File: src/rtl/conv_maxpool2x2.sv
// rtl/conv_maxpool2x2.sv - 2x2 stride-2 max-pool stage behind the convolver datapath
// Optional fused ReLU on the pooled output: define POOL_RELU_EN.
module conv_maxpool2x2 #(
  parameter int DATA_WIDTH  = 16,
  parameter int IMAGE_SIZE  = 28,
  parameter int KERNEL_SIZE = 5
) (
  input  logic                         clk,
  input  logic                         reset,
  input  logic                         in_valid,
  input  logic signed [DATA_WIDTH-1:0] in_data,
  input  logic                         in_clear,
  output logic                         out_valid,
  output logic signed [DATA_WIDTH-1:0] out_data,
  output logic                         out_row_last,
  output logic                         out_frame_last
);
  localparam int CONV_SIZE = IMAGE_SIZE - 2 * (KERNEL_SIZE / 2);
  localparam int POOL_SIZE = CONV_SIZE / 2;
  localparam int CW        = $clog2(CONV_SIZE);
  localparam logic [CW-1:0] LAST = CW'(CONV_SIZE - 1);
  localparam logic [CW-1:0] ONE  = CW'(1);

  typedef enum logic {FILL, EMIT} phase_t;

  phase_t                       state, state_next;
  logic [CW-1:0]                col, row;
  logic signed [DATA_WIDTH-1:0] pair;
  logic signed [DATA_WIDTH-1:0] line_buf [POOL_SIZE];
  logic                         accept, col_last, row_last;
  logic [CW-2:0]                lb_idx;
  logic signed [DATA_WIDTH-1:0] hmax, vmax, pooled;

  assign accept   = in_valid && !in_clear;
  assign col_last = (col == LAST);
  assign row_last = (row == LAST);
  assign lb_idx   = col[CW-1:1];

  always_comb begin
    hmax = (in_data > pair) ? in_data : pair;
    vmax = (line_buf[lb_idx] > hmax) ? line_buf[lb_idx] : hmax;
`ifdef POOL_RELU_EN
    pooled = vmax[DATA_WIDTH-1] ? '0 : vmax;
`else
    pooled = vmax;
`endif
  end

  always_ff @(posedge clk or posedge reset) begin
    if (reset) state <= FILL;
    else       state <= state_next;
  end

  // Phase tracks row parity: flips on the last column of every row.
  always_comb begin
    state_next = state;
    if (in_clear)
      state_next = FILL;
    else if (accept && col_last)
      state_next = (state == FILL) ? EMIT : FILL;
  end

  // Line buffer carries no reset: every entry is written in FILL before EMIT reads it.
  always_ff @(posedge clk) begin
    if (accept && col[0] && state == FILL)
      line_buf[lb_idx] <= hmax;
  end

  always_ff @(posedge clk or posedge reset) begin
    if (reset) begin
      col            <= '0;
      row            <= '0;
      pair           <= '0;
      out_valid      <= 1'b0;
      out_data       <= '0;
      out_row_last   <= 1'b0;
      out_frame_last <= 1'b0;
    end else begin
      out_valid <= 1'b0;
      if (in_clear) begin
        col <= '0;
        row <= '0;
      end else if (in_valid) begin
        if (!col[0]) begin
          pair <= in_data;
        end else if (state == EMIT) begin
          out_valid      <= 1'b1;
          out_data       <= pooled;
          out_row_last   <= col_last;
          out_frame_last <= col_last && row_last;
        end
        col <= col_last ? '0 : col + ONE;
        if (col_last)
          row <= row_last ? '0 : row + ONE;
      end
    end
  end
endmodule

File: config.mk
export PLATFORM = sky130hd
export DESIGN_NAME = conv_maxpool2x2
export DESIGN_NICKNAME = d
export VERILOG_FILES = /design/src/rtl/conv_maxpool2x2.sv
export SDC_FILE = /design/constraint.sdc
export NUM_CORES = 1
export LEC_CHECK = 0
export CORE_ASPECT_RATIO = 0.75
export CORE_MARGIN = 5
export CORE_UTILIZATION = 40
export CTS_CLUSTER_SIZE = 12
export DETAILED_ROUTE_END_ITERATION = 6
export MAX_ROUTING_LAYER = met4
export PLACE_DENSITY = 0.63
export SYNTH_ARGS = -nofsm -noshare
export SYNTH_HDL_FRONTEND = slang
export SYNTH_SLANG_ARGS = --single-unit
File: constraint.sdc
create_clock -name clk -period 6.13 [get_ports clk]
set_input_delay 1.226 -clock clk [delete_from_list [all_inputs] [get_ports clk]]
set_output_delay 1.226 -clock clk [all_outputs]
set_load 0.05 [all_outputs]
==> run summary, run 1 <==
After synthesis the cells add up to between 10000 and 15000 sq um. The DRC violation total after the first TritonRoute iteration is around 400. In the finished design, the share of the clock period the worst path needs comes to 0.8629. The remaining routing DRC violations is 0. The proportion of total power due to net switching came out at 0.2558. The share of the synthesized area in compound gates (AO/OA/AOI/OAI) came out at 0.05418. The leakage power figure is about 4.4 nW. The maximum fanout encountered on the critical timing path came out at 16. The worst endpoint required time is between 6 and 7 ns. The number of buffers inserted by hold repair at cts came out at 0. The die width is 199.2 um. The first global-routing pass estimated between 30000 and 40000 um of wire.

The clock passes through at most 3 buffers. Counting flops with an async set or reset pin after synthesis yields a share of 0.1933. The floorplan step defined a die boundary enclosing 30260 sq um. The total clock buffers created by CTS came out at 24.

The net count of the mapped netlist is between 700 and 800. In this run the critical register-to-register path is launched from pair[11]. The sequential share of power is 0.502. The pre-antenna-repair detailed-routing pass consisted of 4 iterations.

The most critical setup path has its endpoint at out_data[9]. The adder-cell share of the synthesized area came out at 0.03962. The end-of-flow core utilization is 0.4592. The die span in y came out at between 150 and 200 um. The number of fill cells in the layout is approximately 2300. The portion of total power attributed to the clock network is 0.344. The maximum level of the CTS H-tree came out at 1.

The remaining global-route overflow came out at 0. Of the total synthesized cell area, the portion taken by XOR and XNOR cells is 0.002447. The distinct cell type count after synthesis is 44. Dividing the detail-routed via count by the number of cells gives approximately 5.4. In the post-route analysis, the smallest setup slack over all paths is about 0.84 ns. The number of failing setup endpoints in the final timing report is 0. The switching power of the nets came out at 984.0 uW.

After synthesis, the largest family of logic cells by area is multiplexers. For this run, the register share of the synthesized area comes to 0.6441. The number of enable flip-flop cells after synthesis is between 150 and 200. The pin count of the biggest net entering global routing is 47.

TritonCTS built the clock tree. After synthesis the netlist holds a flip-flop and latch count of 238. Setup slack on the worst reg-to-reg path comes out at ~1.6 ns. The worst voltage drop across the vdd grid came out at 0.0002166 V. The half-perimeter wire length of the detailed placement result came out at between 15000 and 20000 um.

CTS saw 238 sinks. The share of total power dissipated in combinational logic is 0.155. The final RePlAce weighted congestion came out at 0.8978. The final worst clock skew is approximately 0.018 ns. The number of global-route vias before repair is about 6300. The class of the worst hold path is reg2reg. The insertion delay of the later-clocked pin in the worst-skew pair is 0.52 ns.

The number of nets in the final layout came out at 793. The routed length per instance came out at roughly 20 um. During placement, the flow inserted port buffers numbering 38.

The post-place setup slack is a little over 0.4 ns. Setup repair after global routing left no endpoint under its margin. Cell internal power was estimated by the tool at about 2.9 mW. The tree is rooted in a sky130_fd_sc_hd__clkbuf_16. The number of cells on the worst reg-to-reg path is 14. The number of warnings printed during yosys synthesis is 0. The initial core utilization came out at 0.4016. After routing the design area is about 12000 sq um.

For the pin with the worst max-slew slack, the measured transition is between 0.9 and 1 ns. The fmax came out at around 190 MHz. The max capacitance violation total came out at 0. The number of buffers added for setup after CTS is 0.

The remaining antenna violation count after routing came out at 0. The initial antenna violation count came out at 0. For this run, the total global-route usage over all layers was measured as 0.1537.

Summing over every cut layer, the via total after detailed routing is 6032. The total cell area at the placement stage came out at 11580 sq um. The number of inserted diodes came out at 0. The final critical path time including I/O delays and setup is about 5.3 ns. The worst pin sits at a relative slew slack of 0.3365.

The standard cell core area is around 27000 sq um. A synthesized cell averages ~16 sq um. Gates resized during post-CTS repair numbered 0.

In the final timing run, aggregate negative setup slack is 0 ns. The sum of internal, switching and leakage power came out at roughly 3.8 mW. Of the cells placed in the final design, the portion with a size suffix greater than 1 is 0.1889. The predominant post-synthesis flop cell is sky130_fd_sc_hd__edfxtp_1. The cell area power density is between 300 and 400 nW/um^2. The arrival time at the worst endpoint is around 5.7 ns.

The launching element type of the critical path is an input pin. Clock-pin slew was measured on the worst setup and hold paths at about 0.060 ns. The worst setup path is of the in2reg kind.

The I/O pin count came out at 39. The total detailed-routing wirelength came out at between 20000 and 25000 um. The share of cell area taken by muxes after synthesis is 0.1687. The hold violation count in the final report is 0. The number of instances in the synthesized netlist came out at 686.

The count of standard-cell rows came out at 52. The endpoint identified for the worst register-to-register timing path is out_data[9]. The worst setup path is captured at a flop. The most critical setup path has its startpoint at in_data[11]. Relative to the synthesized area, the layout overhead comes to 14.34%. The flow ran to the end, and the final reports show no timing, DRC or antenna violations. The fraction of the mapped netlist area in simple logic gates is 0.06106. The number of slew-limit violations in the final report came out at 0.
## critical path: stages
cell                              delay, ns
sky130_fd_sc_hd__clkdlybuf4s50_1       0.48
sky130_fd_sc_hd__ha_1                  0.37
sky130_fd_sc_hd__nand4_1               0.22
sky130_fd_sc_hd__nor3_1                0.40
sky130_fd_sc_hd__a21boi_1              0.30
sky130_fd_sc_hd__or4_4                 0.36
sky130_fd_sc_hd__mux2_4                0.35
sky130_fd_sc_hd__ha_1                  0.36
sky130_fd_sc_hd__nand4_1               0.16
sky130_fd_sc_hd__or4_4                 0.59
sky130_fd_sc_hd__o2111a_1              0.29
sky130_fd_sc_hd__o21ai_4               0.25
sky130_fd_sc_hd__buf_12                0.19
sky130_fd_sc_hd__o211ai_1              0.11
## layout by cell type, fill, tap and decap left out, types with 2 or more instances in the layout
| cell type | count |
|---|---|
| sky130_fd_sc_hd__clkbuf_1 | 18 |
| sky130_fd_sc_hd__mux4_2 | 48 |
| sky130_fd_sc_hd__clkbuf_16 | 24 |
| sky130_fd_sc_hd__clkdlybuf4s50_1 | 38 |
| sky130_fd_sc_hd__nor2_1 | 24 |
| sky130_fd_sc_hd__ha_1 | 34 |
| sky130_fd_sc_hd__mux2_2 | 8 |
| sky130_fd_sc_hd__nor3_1 | 7 |
| sky130_fd_sc_hd__buf_4 | 22 |
| sky130_fd_sc_hd__o211ai_2 | 14 |
| sky130_fd_sc_hd__nor3b_1 | 2 |
| sky130_fd_sc_hd__nand2_1 | 65 |
| sky130_fd_sc_hd__mux2i_1 | 49 |
| sky130_fd_sc_hd__o21ai_0 | 34 |
| sky130_fd_sc_hd__a21o_1 | 3 |
| sky130_fd_sc_hd__mux2_4 | 10 |
| sky130_fd_sc_hd__edfxtp_1 | 192 |
| sky130_fd_sc_hd__o211ai_1 | 2 |
| sky130_fd_sc_hd__nand4_1 | 7 |
| sky130_fd_sc_hd__xor2_1 | 2 |
| sky130_fd_sc_hd__a21oi_1 | 21 |
| sky130_fd_sc_hd__nor3_2 | 3 |
| sky130_fd_sc_hd__inv_1 | 36 |
| sky130_fd_sc_hd__dfrtp_1 | 44 |
| sky130_fd_sc_hd__nand2b_1 | 5 |
| sky130_fd_sc_hd__nand3_1 | 21 |
| sky130_fd_sc_hd__or4_4 | 2 |
## Yosys cell counts (21+ instances only)
library cell / instances / share of area
sky130_fd_sc_hd__edfxtp_1: 192 / 0.54
sky130_fd_sc_hd__nand2_1: 65 / 0.023
sky130_fd_sc_hd__mux2i_1: 49 / 0.046
sky130_fd_sc_hd__mux4_2: 48 / 0.10
sky130_fd_sc_hd__dfrtp_1: 46 / 0.11
sky130_fd_sc_hd__inv_1: 37 / 0.013
sky130_fd_sc_hd__ha_1: 34 / 0.040
sky130_fd_sc_hd__o21ai_0: 34 / 0.016
sky130_fd_sc_hd__nor2_1: 24 / 0.0084
sky130_fd_sc_hd__a21oi_1: 21 / 0.0098
sky130_fd_sc_hd__nand3_1: 21 / 0.0098
## power groups by stage
| stage | clock [mW] | sequential, mW | combinational [mW] |
|---|---|---|---|
| 3_5_place_dp | 0 | 1.96 | 0.596 |
| 6_report | 1.32 | 1.93 | 0.595 |
| 5_1_grt | 1.42 | 1.93 | 0.664 |
| 4_1_cts | 1.35 | 1.93 | 0.599 |
| 2_1_floorplan | 0 | 1.94 | 0.449 |
| 3_3_place_gp | 0 | 1.96 | 0.569 |
## metrics by stage
| step | hold WS (ns) | cells |
|---|---|---|
| after floorplan | 0.5119 | 686 |
| after global placement | 0.4782 | 1064 |
| after detailed placement | 0.4896 | 1064 |
| after CTS | 0.5024 | 1108 |
| after global routing | 0.5109 | 1108 |
| final | 0.4962 | 1108 |
## flip-flops by register name, summed over array words and instances, names as in the netlist
signal          flops
col                 5
line_buf          192
out_data           16
out_frame_last      1
out_row_last        1
out_valid           1
pair               16
row                 5
state               1
## final cells by class
cell class | count | area, sq um | share of cell area
clock buffer | 42 | 668.1 | 0.05442
clock inverter | 2 | 25.02 | 0.002038
inverter | 37 | 138.9 | 0.01131
multi-input combinational | 377 | 3520 | 0.2867
sequential | 238 | 6922 | 0.5637
tap | 351 | 439.2 | 0.03577
timing repair buffer | 61 | 565.5 | 0.04606
## kinds of logic after synthesis
group | after synthesis
xor gates and xnor gates | 3
and+or+nand+nor | 142
DFF | 238
AOI/OAI and AO/OA | 83
muxes | 115
adders and majority gates | 34
buffers and inverters | 71
## worst min-delay path by stage
stage                     depth (start not counted)             end            from
after floorplan                                   2          row[4]          row[4]
after global placement                            2  out_frame_last  out_frame_last
after detailed placement                          2  out_frame_last  out_frame_last
after CTS                                         2  out_frame_last  out_frame_last
after global routing                              2  out_frame_last  out_frame_last
final                                             2  out_frame_last  out_frame_last
## metal layers
| layer | vias up | wire, um | GRT usage |
|---|---|---|---|
| li1 | 2741 | - | - |
| met1 | 3151 | 10450 | 0.2238 |
| met2 | 108 | 10930 | 0.2352 |
| met3 | 32 | 933 | 0.02103 |
| met4 | 0 | 367 | 0.02897 |
| met5 | - | 0 | - |
Power figures use the tool's default switching activity.
==> run 2, diff against run 1 <==
CORE_ASPECT_RATIO = 0.5   (was 0.75)
RECOVER_POWER = 100   (was not set)
==> run summary, run 2 (synthesis gave the netlist of run 1 again) <==
The first-pass iteration count of the detailed router is 4. In the final timing run, aggregate negative setup slack is 0 ns. Setup repair after global routing left no endpoint under its margin.

The tool flagged a number of max-cap violations equal to 2. The longest clock path from root to sink contains 3 buffers. The hold violation count in the final report came to 0. Leaving out fill and tap cells, the most frequent cell in the layout is sky130_fd_sc_hd__edfxtp_1. After clock tree synthesis, the setup repair step added 0 buffers. The library cells used most frequently in the layout, excluding fill and tap cells, are sky130_fd_sc_hd__edfxtp_1, sky130_fd_sc_hd__nand2_1, sky130_fd_sc_hd__mux2i_1. In this run the number of H-tree levels came out at 1. The layout cell share with drive strength beyond 1 came out at 0.1335. Routability-driven placement finished with a final weighted congestion of approximately 0.85. The proportion of total power due to net switching is 0.2568. The DRC violation total after the first TritonRoute iteration came out at 595.

The number of fill cells in the layout came out at between 2000 and 2500. Detailed placement finished with a half-perimeter wire length of 15820 um. The register with the most flip-flops is line_buf. The insertion delay of the later-clocked pin in the worst-skew pair is between 0.5 and 0.6 ns. The number of nets in the final layout came out at 795. In this run the horizontal extent of the chip is around 240 um. The worst register-to-register path has a depth of 11.

For the worst setup path, the data required time is about 6.5 ns. For hold timing, the worst endpoint is out_frame_last. Buffers inserted to repair hold after CTS numbered 0. The worst voltage drop across the vdd grid is approximately 0.00016 V. The cell area power density came out at approximately 320 nW/um^2. The kind of critical path is in2reg. The wire length of the first global-routing pass is 37400 um. The full die area came out at 30420 sq um. The final critical path time including I/O delays and setup is ~5.4 ns. The sum of internal, switching and leakage power came out at between 3 and 4 mW. The number of antenna diodes in the final layout is 0. The initial utilization of the core area, before any placement, comes to 0.4062.

The register with the most flip-flops in the layout has about 190 of them. The number of failing setup endpoints in the final timing report came out at 0. The number of global-route vias before repair is 6313. Once layout is complete, the cells apart from fillers number ~1100. The number of instances in the placed design came out at approximately 1100. The slew of the pin with the lowest slew margin came out at 1.877 ns. The leakage power figure is between 4 and 5 nW. STA classifies the critical path endpoint as a flop. The internal power of the cells is just under 3 mW. The initial antenna violation count was 0. The floorplan has between 40 and 50 rows. The fmax came out at 185.1 MHz. The number of slew-limit violations in the final report was 56. The total clock buffers created by CTS is 24. Setup slack on the worst reg-to-reg path comes out at between 1.5 and 2 ns. The number of port buffers is 38.

The clock drives 238 sinks. For this run, the total global-route usage over all layers was measured as 0.1612. In this run the worst path has a maximum fanout of 16. The final-layout worst hold slack came out at roughly 0.46 ns. The endpoint identified for the worst register-to-register timing path is out_data[1]. In this run the tightest slew margin relative to its limit is -0.2525. The final route contains between 6000 and 7000 vias. The routed length per instance came out at about 21 um. The root buffer cell chosen for the clock tree is sky130_fd_sc_hd__clkbuf_16. The combinational share of power came out at 0.148. For this design the top-level I/O count stands at 39. Once detail routing completed, the nets flagged for antenna violations numbered 0. The portion of the clock cycle consumed by the worst path in the final layout came out at 0.8813.

Of the total power, the clock network draws 0.356. TritonCTS built the clock tree. The hold-critical path depth is 2. The area growth from synthesis to layout is 13.10%.

The tightest min-delay check is of the reg2reg type. In the final layout, the registers with the most flip-flops are line_buf (192), out_data (16), pair (16). The pin count of the biggest net entering global routing came out at 47. The remaining global-route overflow is 0.

The quantity of gates resized following cts is 0. The remaining routing DRC violations is 0. The final worst clock skew is 0.02139 ns. The per-cell via count in the routed design is about 5.5. The region available for standard cell placement spans around 26000 sq um. In this run the most critical hold path is launched from out_frame_last.

The worst setup path is launched from an input pin. The switching power of the nets is about 1000 uW. Data arrives at the worst endpoint at 5.78 ns. The final reports fail on capacitance limit, slew limit. The worst register-to-register path begins at col[2]. The die is around 130 um tall. The sequential share of power came out at 0.496.

The CTS clock-pin slew for the worst setup and hold paths is approximately 0.060 ns. The beginning of the critical path is in_data[14]. The run finished, with violations left.

The total detailed-routing wirelength is between 20000 and 25000 um.
-- run 2: cell types whose count changed in the layout (fill, tap and decap cells not counted), moves of 12 or more --
| cell | change |
|---|---|
| sky130_fd_sc_hd__dlygate4sd3_1 | +23 |
| sky130_fd_sc_hd__mux2_1 | +16 |
| sky130_fd_sc_hd__o211ai_1 | +12 |
| sky130_fd_sc_hd__o211ai_2 | -12 |
| sky130_fd_sc_hd__buf_4 | -12 |
| sky130_fd_sc_hd__clkdlybuf4s50_1 | -23 |
-- run 2: final cells by class --
class,count,area [sq um],area share
inverters,37,138.9,0.01144
multi-input cells,377,3395,0.2795
repair buffers,63,528.0,0.04348
flip-flops and latches,238,6920,0.5699
well taps,352,440.4,0.03627
clock inverters,3,65.06,0.005358
clock buffers,31,656.9,0.05409
-- run 2: worst max-delay path, stage by stage --
cell and delay (ns):
sky130_fd_sc_hd__dlygate4sd3_1 0.61, sky130_fd_sc_hd__ha_1 0.33, sky130_fd_sc_hd__nand4_1 0.17, sky130_fd_sc_hd__nor3_1 0.38, sky130_fd_sc_hd__a21boi_0 0.33, sky130_fd_sc_hd__or4_4 0.35
sky130_fd_sc_hd__mux2_1 0.50, sky130_fd_sc_hd__ha_1 0.36, sky130_fd_sc_hd__nand4_1 0.14, sky130_fd_sc_hd__or4_4 0.46, sky130_fd_sc_hd__o22ai_1 0.30, sky130_fd_sc_hd__nor2_1 0.31
sky130_fd_sc_hd__nand3_1 0.19, sky130_fd_sc_hd__o211ai_1 0.12
-- run 2: stage by stage --
| step | setup WS, ns | utilization | cell area [sq um] |
|---|---|---|---|
| 2_1_floorplan | 1.274 | - | 10740 |
| 3_3_place_gp | 0.5595 | 0.4389 | 11600 |
| 3_5_place_dp | 0.4725 | 0.4389 | 11600 |
| 4_1_cts | 1.010 | 0.4662 | 12320 |
| 5_1_grt | 0.3228 | 0.4594 | 12140 |
| 6_report | 0.7278 | 0.4594 | 12140 |
-- run 2: power groups by stage --
stage,sequential [mW],clock (mW),combinational [mW]
after floorplan,1.94,0,0.449
after global placement,1.96,0,0.603
after detailed placement,1.96,0,0.621
after CTS,1.93,1.41,0.623
after global routing,1.93,1.47,0.646
final,1.93,1.38,0.576
-- run 2: worst max path at each step --
stage                         endpoint  depth (start not counted)
final                      out_data[1]                         14
after global routing       out_data[0]                         14
after CTS                 out_data[10]                         14
after detailed placement  out_data[10]                         14
after global placement    out_data[10]                         14
after floorplan           out_data[13]                         15
-- run 2: routing by layer --
layer,vias up,part of all wire,global-route usage
met5,-,0,-
met4,0,0.016,0.02749
met3,28,0.057,0.03154
met2,156,0.46,0.2453
met1,3121,0.47,0.2318
li1,2738,-,-
